### config.mk
export PLATFORM = sky130hd
export DESIGN_NAME = uart_imem_loader
export DESIGN_NICKNAME = d
export VERILOG_FILES = /design/src/rtl/uart_imem_loader.sv
export SDC_FILE = /design/constraint.sdc
export NUM_CORES = 1
export LEC_CHECK = 0
export CAP_MARGIN = 30
export CORE_AREA = 2 2 127 129
export CTS_CLUSTER_SIZE = 25
export DETAILED_ROUTE_END_ITERATION = 8
export DIE_AREA = 0 0 129 131
export PLACE_DENSITY = 0.78
export SKIP_LAST_GASP = 1
export SLEW_MARGIN = 5
export SYNTH_ARGS = -nofsm -noshare
export SYNTH_HDL_FRONTEND = slang
export SYNTH_SLANG_ARGS = --single-unit
### constraint.sdc
create_clock -name clk -period 2.1 [get_ports clk]
set_input_delay 0.21 -clock clk [delete_from_list [all_inputs] [get_ports clk]]
set_output_delay 0.21 -clock clk [all_outputs]
set_load 0.01 [all_outputs]
### src/rtl/uart_imem_loader.sv
// UART boot loader: receives a length-prefixed image and writes it into instruction memory while
// holding the core in reset. Define UART_IMEM_LOADER_CHECKSUM_EN to require a trailing XOR byte.
module uart_imem_loader #(
    parameter int unsigned CLKS_PER_BIT = 868,
    parameter logic [31:0] BASE_ADDR    = 32'h0000_0000,
    parameter int unsigned MAX_WORDS    = 256
) (
    input  logic        clk,
    input  logic        rst_n,
    input  logic        uart_rx_i,
    output logic        imem_we,
    output logic [31:0] imem_addr,
    output logic [31:0] imem_wdata,
    output logic        core_hold,
    output logic        load_done,
    output logic        load_error
);

    localparam int unsigned CntW = $clog2(CLKS_PER_BIT);
    localparam logic [CntW-1:0] CntFull = CntW'(CLKS_PER_BIT - 1);
    localparam logic [CntW-1:0] CntHalf = CntW'(CLKS_PER_BIT / 2 - 1);

    typedef enum logic [1:0] {RxIdle, RxStart, RxData, RxStop} rx_state_e;

`ifdef UART_IMEM_LOADER_CHECKSUM_EN
    typedef enum logic [2:0] {SLen0, SLen1, SData, SCsum, SDone, SErr} state_e;
`else
    typedef enum logic [2:0] {SLen0, SLen1, SData, SDone, SErr} state_e;
`endif

    rx_state_e       rx_state_q;
    logic            rx_meta_q, rx_sync_q, rx_prev_q;
    logic [CntW-1:0] cnt_q;
    logic [2:0]      bit_idx_q;
    logic [7:0]      shift_q;
    logic            byte_valid_q, frame_err_q;

    state_e          state_q;
    logic [15:0]     len_q;
    logic [15:0]     word_cnt_q;
    logic [1:0]      byte_idx_q;
    logic [31:0]     word_q;
    logic [7:0]      csum_q;
    logic            we_q, hold_q, done_q, err_q;
    logic [31:0]     addr_q, wdata_q;
    logic [15:0]     new_len;

    assign new_len = {shift_q, len_q[7:0]};

    // Receiver: rx_prev_q keeps the previous synchronized sample for start-edge detection.
    always_ff @(posedge clk or negedge rst_n) begin
        if (!rst_n) begin
            rx_meta_q    <= 1'b1;
            rx_sync_q    <= 1'b1;
            rx_prev_q    <= 1'b1;
            rx_state_q   <= RxIdle;
            cnt_q        <= '0;
            bit_idx_q    <= '0;
            shift_q      <= '0;
            byte_valid_q <= 1'b0;
            frame_err_q  <= 1'b0;
        end else begin
            rx_meta_q    <= uart_rx_i;
            rx_sync_q    <= rx_meta_q;
            rx_prev_q    <= rx_sync_q;
            byte_valid_q <= 1'b0;
            frame_err_q  <= 1'b0;
            unique case (rx_state_q)
                RxIdle: begin
                    if (rx_prev_q && !rx_sync_q) begin
                        cnt_q      <= '0;
                        rx_state_q <= RxStart;
                    end
                end
                RxStart: begin
                    if (cnt_q == CntHalf) begin
                        cnt_q      <= '0;
                        bit_idx_q  <= '0;
                        rx_state_q <= rx_sync_q ? RxIdle : RxData;
                    end else begin
                        cnt_q <= cnt_q + CntW'(1);
                    end
                end
                RxData: begin
                    if (cnt_q == CntFull) begin
                        cnt_q     <= '0;
                        shift_q   <= {rx_sync_q, shift_q[7:1]};
                        bit_idx_q <= bit_idx_q + 3'd1;
                        if (bit_idx_q == 3'd7) rx_state_q <= RxStop;
                    end else begin
                        cnt_q <= cnt_q + CntW'(1);
                    end
                end
                RxStop: begin
                    if (cnt_q == CntFull) begin
                        byte_valid_q <= rx_sync_q;
                        frame_err_q  <= ~rx_sync_q;
                        rx_state_q   <= RxIdle;
                    end else begin
                        cnt_q <= cnt_q + CntW'(1);
                    end
                end
            endcase
        end
    end

    always_ff @(posedge clk or negedge rst_n) begin
        if (!rst_n) begin
            state_q    <= SLen0;
            len_q      <= '0;
            word_cnt_q <= '0;
            byte_idx_q <= '0;
            word_q     <= '0;
            csum_q     <= '0;
            we_q       <= 1'b0;
            addr_q     <= BASE_ADDR;
            wdata_q    <= '0;
            hold_q     <= 1'b1;
            done_q     <= 1'b0;
            err_q      <= 1'b0;
        end else begin
            we_q <= 1'b0;
            // Address/count advance the cycle after each strobe.
            if (we_q) begin
                addr_q     <= addr_q + 32'd4;
                word_cnt_q <= word_cnt_q + 16'd1;
            end
            if (frame_err_q && state_q != SDone) begin
                state_q <= SErr;
                err_q   <= 1'b1;
            end else begin
                unique case (state_q)
                    SLen0: begin
                        if (byte_valid_q) begin
                            len_q[7:0] <= shift_q;
                            state_q    <= SLen1;
                        end
                    end
                    SLen1: begin
                        if (byte_valid_q) begin
                            len_q[15:8] <= shift_q;
                            if (new_len == 16'd0) begin
                                state_q <= SDone;
                                done_q  <= 1'b1;
                                hold_q  <= 1'b0;
                            end else if (32'(new_len) > MAX_WORDS) begin
                                state_q <= SErr;
                                err_q   <= 1'b1;
                            end else begin
                                state_q    <= SData;
                                byte_idx_q <= '0;
                                word_cnt_q <= '0;
                            end
                        end
                    end
                    SData: begin
                        if (byte_valid_q) begin
                            word_q     <= {shift_q, word_q[31:8]};
                            byte_idx_q <= byte_idx_q + 2'd1;
                            csum_q     <= csum_q ^ shift_q;
                            if (byte_idx_q == 2'd3) begin
                                we_q    <= 1'b1;
                                wdata_q <= {shift_q, word_q[31:8]};
                            end
                        end
                        if (we_q && (word_cnt_q + 16'd1) == len_q) begin
`ifdef UART_IMEM_LOADER_CHECKSUM_EN
                            state_q <= SCsum;
`else
                            state_q <= SDone;
                            done_q  <= 1'b1;
                            hold_q  <= 1'b0;
`endif
                        end
                    end
`ifdef UART_IMEM_LOADER_CHECKSUM_EN
                    SCsum: begin
                        if (byte_valid_q) begin
                            if (shift_q == csum_q) begin
                                state_q <= SDone;
                                done_q  <= 1'b1;
                                hold_q  <= 1'b0;
                            end else begin
                                state_q <= SErr;
                                err_q   <= 1'b1;
                            end
                        end
                    end
`endif
                    default: ;
                endcase
            end
        end
    end

    assign imem_we    = we_q;
    assign imem_addr  = addr_q;
    assign imem_wdata = wdata_q;
    assign core_hold  = hold_q;
    assign load_done  = done_q;
    assign load_error = err_q;

endmodule

== Yosys cells after proc, flatten, opt, wreduce, memory -nomap -nowiden ==
Index checks and enable logic that the tools add are counted.

* Bits in registers: 165
* Latch bits: 0
* RAM bits: 0
* Memory bits (read-only): 0
* Output and inout port bits: 68
* Memories: 0

* Add/sub/neg operators: 5
* $mul: 0
* Divide/modulo/power cells: 0
* Order comparisons: 1
* Equality and inequality tests: 27
* Shift operators: 0
* Muxes and demuxes: 54
* Bitwise operators: 2
* Reduce and logical (&&, ||, !) cells: 25

{| class="wikitable"
|+ Operators with widths
! cell !! number
|-
| 16-bit two-way mux || 6
|-
| 10-bit two-way mux || 4
|-
| 10-bit case mux with 4 select lines || 1
|-
| 32-bit by 3-bit adder with 32-bit output, second input constant || 1
|-
| 2-bit != test, second input constant || 13
|-
| 3-bit two-way mux || 8
|-
| 2-bit two-way mux || 10
|-
| 1-bit two-way mux || 19
|-
| 16-bit by 1-bit adder with 16-bit output, second input constant || 1
|-
| 16-bit == test || 1
|-
| 16-bit by 9-bit greater-than comparator with 1-bit output, second input constant || 1
|-
| 16-bit logical NOT || 1
|-
| 3-bit AND reduction || 4
|-
| 4-bit AND reduction || 3
|-
| 10-bit by 1-bit adder with 10-bit output, second input constant || 1
|-
| 10-bit == test, second input constant || 1
|-
| 10-bit by 9-bit == test with 1-bit output, second input constant || 1
|-
| 5-bit AND reduction || 2
|-
| 2-bit nonzero test || 5
|-
| 3-bit != test, second input constant || 3
|-
| 3-bit case mux with 3 select lines || 1
|-
| 2-bit case mux with 4 select lines || 1
|-
| 2-bit == test, second input constant || 3
|-
| 3-bit case mux with 2 select lines || 1
|-
| other kinds (17) || 22
|}

== Longest topological paths before layout ==
Gate-level depths: netlist (run 1).

* Word-level depth: 7
* Gate-level depth with buffers: 9

== Least setup slack after synthesis (run 1) ==
No wires, ideal clock.

* Path kind: reg-to-reg
* Start point: register word_cnt_q[1]
* End point: register hold_q (netlist: core_hold)
* Setup time: 77 ps
* Arrival time: 1,954 ps
* Path slack: 68 ps
* Stages on the path, launching flop included: 9
* Path through: dfrtp_1 -> ha_1 -> buf_4 -> and3b_1 -> a2111oi_0 -> or4b_1 -> a211oi_1 -> o21ai_1 -> o21ba_1

* Cells in the longest elaborated chain, start to end: 5

{| class="wikitable"
|+ RTL lines
! what !! RTL line !! source
|-
| start: declaration || 40 || <nowiki>logic [15:0] word_cnt_q;</nowiki>
|-
| start signal: assignment || 126 || <nowiki>word_cnt_q <= word_cnt_q + 16'd1;</nowiki>
|-
| 16-bit by 1-bit adder with 16-bit output || 166 || <nowiki>if (we_q && (word_cnt_q + 16'd1) == len_q) begin</nowiki>
|-
| 16-bit == test || 166 ||
|-
| 1-bit logical AND || 166 ||
|-
| 2-bit != test (no source line) || - ||
|-
| 5-bit AND reduction (no source line) || - ||
|-
| end signal: assignment || 118 || <nowiki>hold_q <= 1'b1;</nowiki>
|-
| end signal: assignment || 145 || <nowiki>hold_q <= 1'b0;</nowiki>
|-
| end signal: assignment || 172 || <nowiki>hold_q <= 1'b0;</nowiki>
|-
| end: declaration || 44 || <nowiki>logic we_q, hold_q, done_q, err_q;</nowiki>
|}

No other way between the ends.
A chain may end at the register's enable or synchronous reset.

== Worst setup path in the final report (run 1) ==
* Start point: register word_cnt_q[0]
* End point: register hold_q (netlist: core_hold)

The elaborated chain is that of the path after synthesis.

==> results of run 1 <==
path summary, 6_finish.rpt:
kind / start / end / slack (ps) / depth (start not counted)
max: word_cnt_q[0] / core_hold / 70 / 8
min in group asynchronous: rst_n / word_cnt_q[7] / 260 / 2
max reg2reg: word_cnt_q[0] / core_hold / 70 / 8
min reg2reg: rx_meta_q / rx_sync_q / 360 / 0
min: uart_rx_i / rx_meta_q / 180 / 1
max in group asynchronous: rst_n / imem_wdata[14] / 1170 / 3
layout make-up:
| type | instances | area share |
|---|---|---|
| flip-flops and latches | 155 | 0.435 |
| multi-input cells | 467 | 0.353 |
| repair buffers | 101 | 0.110 |
| clock buffers | 17 | 0.0476 |
| well taps | 216 | 0.0302 |
| clock inverters | 15 | 0.0200 |
| inverters | 10 | 0.00420 |
metrics by stage:
stage	hold WS, ps	power (uW)	instances	cell area (um2)
floorplan	-85.6	3280	666	7220
global placement	156	3420	948	8280
detailed placement	160	3430	948	8280
CTS	164	6500	981	8900
global route	177	6710	981	8940
finish	180	6460	981	8940
what timing repair did:
item / 4_1_cts / 5_1_grt
hold buffers: 1 / 0
endpoints found under the setup margin: 1 / 17
pin swaps: 0 / 0
hold endpoints to repair: 35 / 0
resized for setup: 1 / 7
critical path, cell delays in order (launching register included):
cell      delay, ps
dfrtp_1         390
ha_4            180
buf_4           150
nand2_2         100
or4_4           440
o21ai_1         160
and3_1          190
o211ai_2        130
o21ba_1         220
routing by layer:
metal	vias up	GRT usage	wire (um)	share of wire
li1	2492	-	-	-
met2	114	0.316	7360	0.50
met5	-	0	0	0
met1	2624	0.236	6560	0.45
met3	20	0.0452	566	0.038
met4	0	0.0716	248	0.017
Yosys cell counts, drive strengths merged (8+ instances only):
| cell | number | area (um2) |
|---|---|---|
| dfrtp | 151 | 3780 |
| nand2 | 112 | 420 |
| mux2 | 56 | 631 |
| nor2 | 42 | 158 |
| xnor2 | 35 | 307 |
| o21ai | 29 | 145 |
| xor2 | 29 | 254 |
| nand4 | 26 | 178 |
| nand3 | 20 | 100 |
| buf | 17 | 115 |
| clkbuf | 17 | 75.1 |
| and3 | 11 | 70.1 |
| inv | 10 | 37.5 |
| a21oi | 9 | 45.0 |
| nand2b | 8 | 50.1 |
sequential cells by signal, summed over array words and instances, names as in the netlist, 3 cells and up, named ones only:
| register | count |
|---|---|
| word_cnt_q | 16 |
| imem_addr | 30 |
| cnt_q | 10 |
| len_q | 16 |
| imem_wdata | 32 |
| word_q | 24 |
| state_q | 3 |
| shift_q | 8 |
| bit_idx_q | 3 |
power by group through the flow:
stage	Combinational, uW	Sequential, uW	Clock, uW
3_3_place_gp	275	3140	0
6_report	292	3090	3080
3_5_place_dp	282	3150	0
4_1_cts	285	3090	3130
2_1_floorplan	144	3130	0
5_1_grt	342	3100	3270
placed cells by master (no fill, tap or decap), types with 6 or more instances in the layout:
cell type,instances
o21ai_0,24
buf_4,28
clkbuf_16,17
nand3_1,20
nand4_1,25
ha_1,6
dfrtp_1,150
inv_1,9
nand2_1,110
nor2_1,42
xor2_1,29
nand2b_1,8
xnor2_1,35
clkdlybuf4s50_1,67
mux2_2,56
a21oi_1,9
nor3_1,6
and3_1,10
cells by family (layout without fill, tap and decap cells):
kind of cell / count (synthesis) / in the layout / synth area share
compound gates: 75 / 75 / 0.0688
simple gates: 262 / 262 / 0.183
mux: 57 / 57 / 0.0887
fa+ha+maj: 7 / 7 / 0.0121
buf+inv: 44 / 143 / 0.0315
other cells: 1 / 2 / 0.000519
xor+xnor: 64 / 64 / 0.0776
flops: 155 / 155 / 0.538
==> results.yml, run 1 <==
status:
  status: "completed"
synth:
  ys_ff_latch: 155
  syn_area_mm2: 0.00722
  synth_edf_count: 0
  syn-instance-count: 665
  async_flop_share: 1.00
  yosysWarnings: 0
  synth.avg_cell_area_um2: 10.9
  ys_types: 71
  yosys_most_used_dff: "dfrtp_1"
  seq_area_frac_synth: 0.538
pwr:
  p_int_uw: 4860
  sw_frac_of_total: 0.248
  ir_drop_mv: 0.535
  p_comb_frac: 0.045
  power.density_mw_per_mm2: 723
  seqPwrFrac: 0.479
  p_clk_frac: 0.476
  p_switching_uw: 1600
  power.leakage_uw: 0.00425
timing:
  min_period_ps: 2030
  rsz0062_at_grt: "false"
  fin_crit_sh: 0.967
  final_hold_viol_count: 0
  tns_ps: 0
  drv_slew: 0
  fin_skew_ps: 9.36
  final.setup.worst_slack_ps: 69.5
  fmax_ghz: 0.492
  finalSetupViolCount: 0
cts:
  clkSinkCount: 155
  clock_path_buffers: 2
  clk_latency_ps: 430
  clk_pin_slew_ps: 70
  postCtsSetupRepairBufs: 0
  cts_buffers: 17
  cts_tree: "yes"
  h-tree-depth: 4
  root_buffer: "clkbuf_16"
cells_and_area:
  antenna_cells: 0
  syn_to_final_growth_pct: 23.8
  drive_gt1_frac: 0.187
  multi_input_area_mm2: 0.00316
  register_area_mm2: 0.00388
  fillerInstances: 1265
  nNetsFinal: 762
  postLayoutCoreUtil: 0.573
detailed_routing:
  wirelength_um: 14700
  via_per_inst: 5.35
  drc: 0
  ant_nets: 0
  post_drt_wl_per_cell_um: 15.0
  vias: 5250
  drt-initial-drc-count: 340
  first_pass_iters: 5
floorplanning:
  die_x_um: 129
  row_count: 46
  core_mm2: 0.0156
  io_pins: 71
  dieArea_mm2: 0.0169
  initial_core_util: 0.463
  die_h_um: 131
global_route:
  grt_pass1_vias: 5219
  grt_pass1_wl_um: 25100
  antenna_found_initial: 0
  grt_usage: 0.188
  grt_overflow: 0
  grt_max_degree: 53
worst_setup_path:
  start_kind: "register"
  critPathCaptureType: "register"
  arrival_ps: 2390
  required_ps: 2450
  crit_fanout: 6
  critPathKind: "register to register"
placement:
  gp_congestion: 0.835
  io_buffers: 68
  hpwlAfterDp_um: 10000
  dpl_worst_slack_ps: 31.4
hold_path:
  hold_path.class: "primary input to register"
job:
  cap_violations: 0
Power figures use the tool's default switching activity.
==> run 2: changes to the inputs <==
--- a/config.mk
+++ b/config.mk
@@ -10,7 +10,9 @@
 export CTS_CLUSTER_SIZE = 25
 export DETAILED_ROUTE_END_ITERATION = 8
 export DIE_AREA = 0 0 129 131
-export PLACE_DENSITY = 0.78
+export PLACE_DENSITY = 0.75
+export RECOVER_POWER = 50
+export SETUP_SLACK_MARGIN = 0.02
 export SKIP_LAST_GASP = 1
 export SLEW_MARGIN = 5
 export SYNTH_ARGS = -nofsm -noshare
==> run 2 against run 1 <==
Effect of this change: first-iteration DRC count down 4.1%; count of clock-buffer cells in the layout increased by 4; worst hold slack improved by 150 ps; via count about the same; register-to-register slack better by 40 ps.
==> results.yml, run 2 (synthesis gave the netlist of run 1 again) <==
status:
  status: "completed"
floorplanning:
  die_x_um: 129
  dieArea_mm2: 0.0169
  die_h_um: 131
  io_pins: 71
  initial_core_util: 0.463
  core_mm2: 0.0156
  row_count: 46
cells_and_area:
  syn_to_final_growth_pct: 22.3
  antenna_cells: 0
  fillerInstances: 1275
  finalInstanceArea_mm2: 0.00883
  drive_gt1_frac: 0.185
  final_cell_mix: "dfrtp_1, nand2_1, mux2_2"
  layout_commonest_cell: "dfrtp_1"
  largest_reg_flops: 32
  nNetsFinal: 755
  final_cells: 973
cts:
  clkSinkCount: 155
  clk_latency_ps: 420
  clock_path_buffers: 2
  h-tree-depth: 4
  root_buffer: "clkbuf_16"
  cts_tree: "yes"
  clk_pin_slew_ps: 60
  cts_buffers: 17
worst_setup_path:
  max_stage_delay_ps: 400
  critPathKind: "register to register"
  crit_fanout: 4
  arrival_ps: 2290
  crit_path_cell_trace: "inv_1, ha_1, nor4bb_4, a41oi_2, o22ai_2, buf_4, nor2_1, o21ai_0, o31ai_1"
  crit_slowest_cell: "dfrtp_1"
  start_kind: "register"
  critPathCaptureType: "register"
  required_ps: 2400
global_route:
  grt_pass1_wl_um: 26100
  grt_usage: 0.195
  antenna_found_initial: 0
  grt_overflow: 0
  grt_max_degree: 66
  grt_pass1_vias: 5289
timing:
  final_hold_viol_count: 0
  fin_skew_ps: 6.83
  max-slew-margin-rel: 0.396
  worst_pin_slew_ps: 905
  finalSetupViolCount: 0
  drv_slew: 0
  fmax_ghz: 0.502
  fin_crit_sh: 0.949
  rsz0062_at_grt: "true"
  min_period_ps: 1990
  final.setup.worst_slack_ps: 106
placement:
  dpl_worst_slack_ps: 14.0
  dp_cells: 940
  hpwlAfterDp_um: 10500
  gp_congestion: 0.865
  io_buffers: 68
  dpl-instance-area_mm2: 0.00822
detailed_routing:
  ant_nets: 0
  via_per_inst: 5.39
  wirelength_um: 15100
  vias: 5245
  first_pass_iters: 5
  drc: 0
  drt-initial-drc-count: 326
  post_drt_wl_per_cell_um: 15.5
pwr:
  ir_drop_mv: 0.572
  power.density_mw_per_mm2: 692
  power.leakage_uw: 0.00425
hold_path:
  hold_path.class: "primary input to register"
job:
  cap_violations: 0
## run 2: cell count changes in the layout (fill, tap and decap cells not counted), sizes merged
| cell | change |
|---|---|
| clkinvlp | -1 |
| clkinv | +1 |
| buf | -8 |
| bufinv | -1 |
| clkbuf | +5 |
| dlygate4sd3 | +22 |
| inv | -4 |
| clkdlybuf4s50 | -22 |
## run 2: cell type report
cell class | instances | area [um2] | share of cell area
clock buffer | 21 | 450 | 0.0510
clock inverter | 10 | 70.1 | 0.00794
inverter | 10 | 37.5 | 0.00425
multi-input combinational | 467 | 3190 | 0.361
sequential | 155 | 3890 | 0.440
tap | 216 | 270 | 0.0306
timing repair buffer | 94 | 923 | 0.105
## run 2: per-stage QoR
| stage | power, uW | TNS, ps | utilization | hold WS, ps |
|---|---|---|---|---|
| 6_report | 6110 | 0 | 0.566 | 326 |
| 4_1_cts | 6150 | 0 | 0.562 | 176 |
| 2_1_floorplan | 3280 | 0 | - | -85.6 |
| 3_3_place_gp | 3380 | 0 | 0.527 | 117 |
| 3_5_place_dp | 3400 | 0 | 0.527 | 126 |
| 5_1_grt | 6340 | -94.3 | 0.566 | 316 |
## run 2: power breakdown
| group | switching [uW] | internal, uW |
|---|---|---|
| clock | 1200 | 1540 |
| sequential | 70.5 | 3040 |
| combinational | 161 | 110 |
## run 2: path summary, 6_finish.rpt
check | depth (start not counted) | slack, ps | endpoint | start
worst max register to register | 9 | 110 | cnt_q[4] | cnt_q[1]
min in group asynchronous | 2 | 450 | imem_wdata[13] | rst_n
worst min register to register | 0 | 360 | rx_sync_q | rx_meta_q
worst min-delay path | 1 | 330 | rx_meta_q | uart_rx_i
max in group asynchronous | 3 | 750 | rx_meta_q | rst_n
worst max-delay path | 9 | 110 | cnt_q[4] | cnt_q[1]
## run 2: metal layers
layer,track usage,up-vias,wire length [um]
met5,0,-,0
met1,0.249,2626,6830
met2,0.331,117,7520
met3,0.0383,32,487
li1,-,2470,-
met4,0.0735,0,289
## run 2: critical path, delay by kind of cell (launching register included)
family | cells | cell delay (ps)
AO/OA/AOI/OAI | 4 | 720
buffers and inverters | 2 | 230
AND/OR/NAND/NOR | 2 | 390
flip-flops | 1 | 400
adder cells (fa/ha/maj) | 1 | 140
## run 2: what timing repair did
item	4_1_cts	5_1_grt
buffers inserted	0	1
endpoints found under the setup margin	2	22
cloned	0	0
pin swaps	0	1
hold buffers	1	0
resized for setup	2	16
endpoints found under the hold margin	32	0
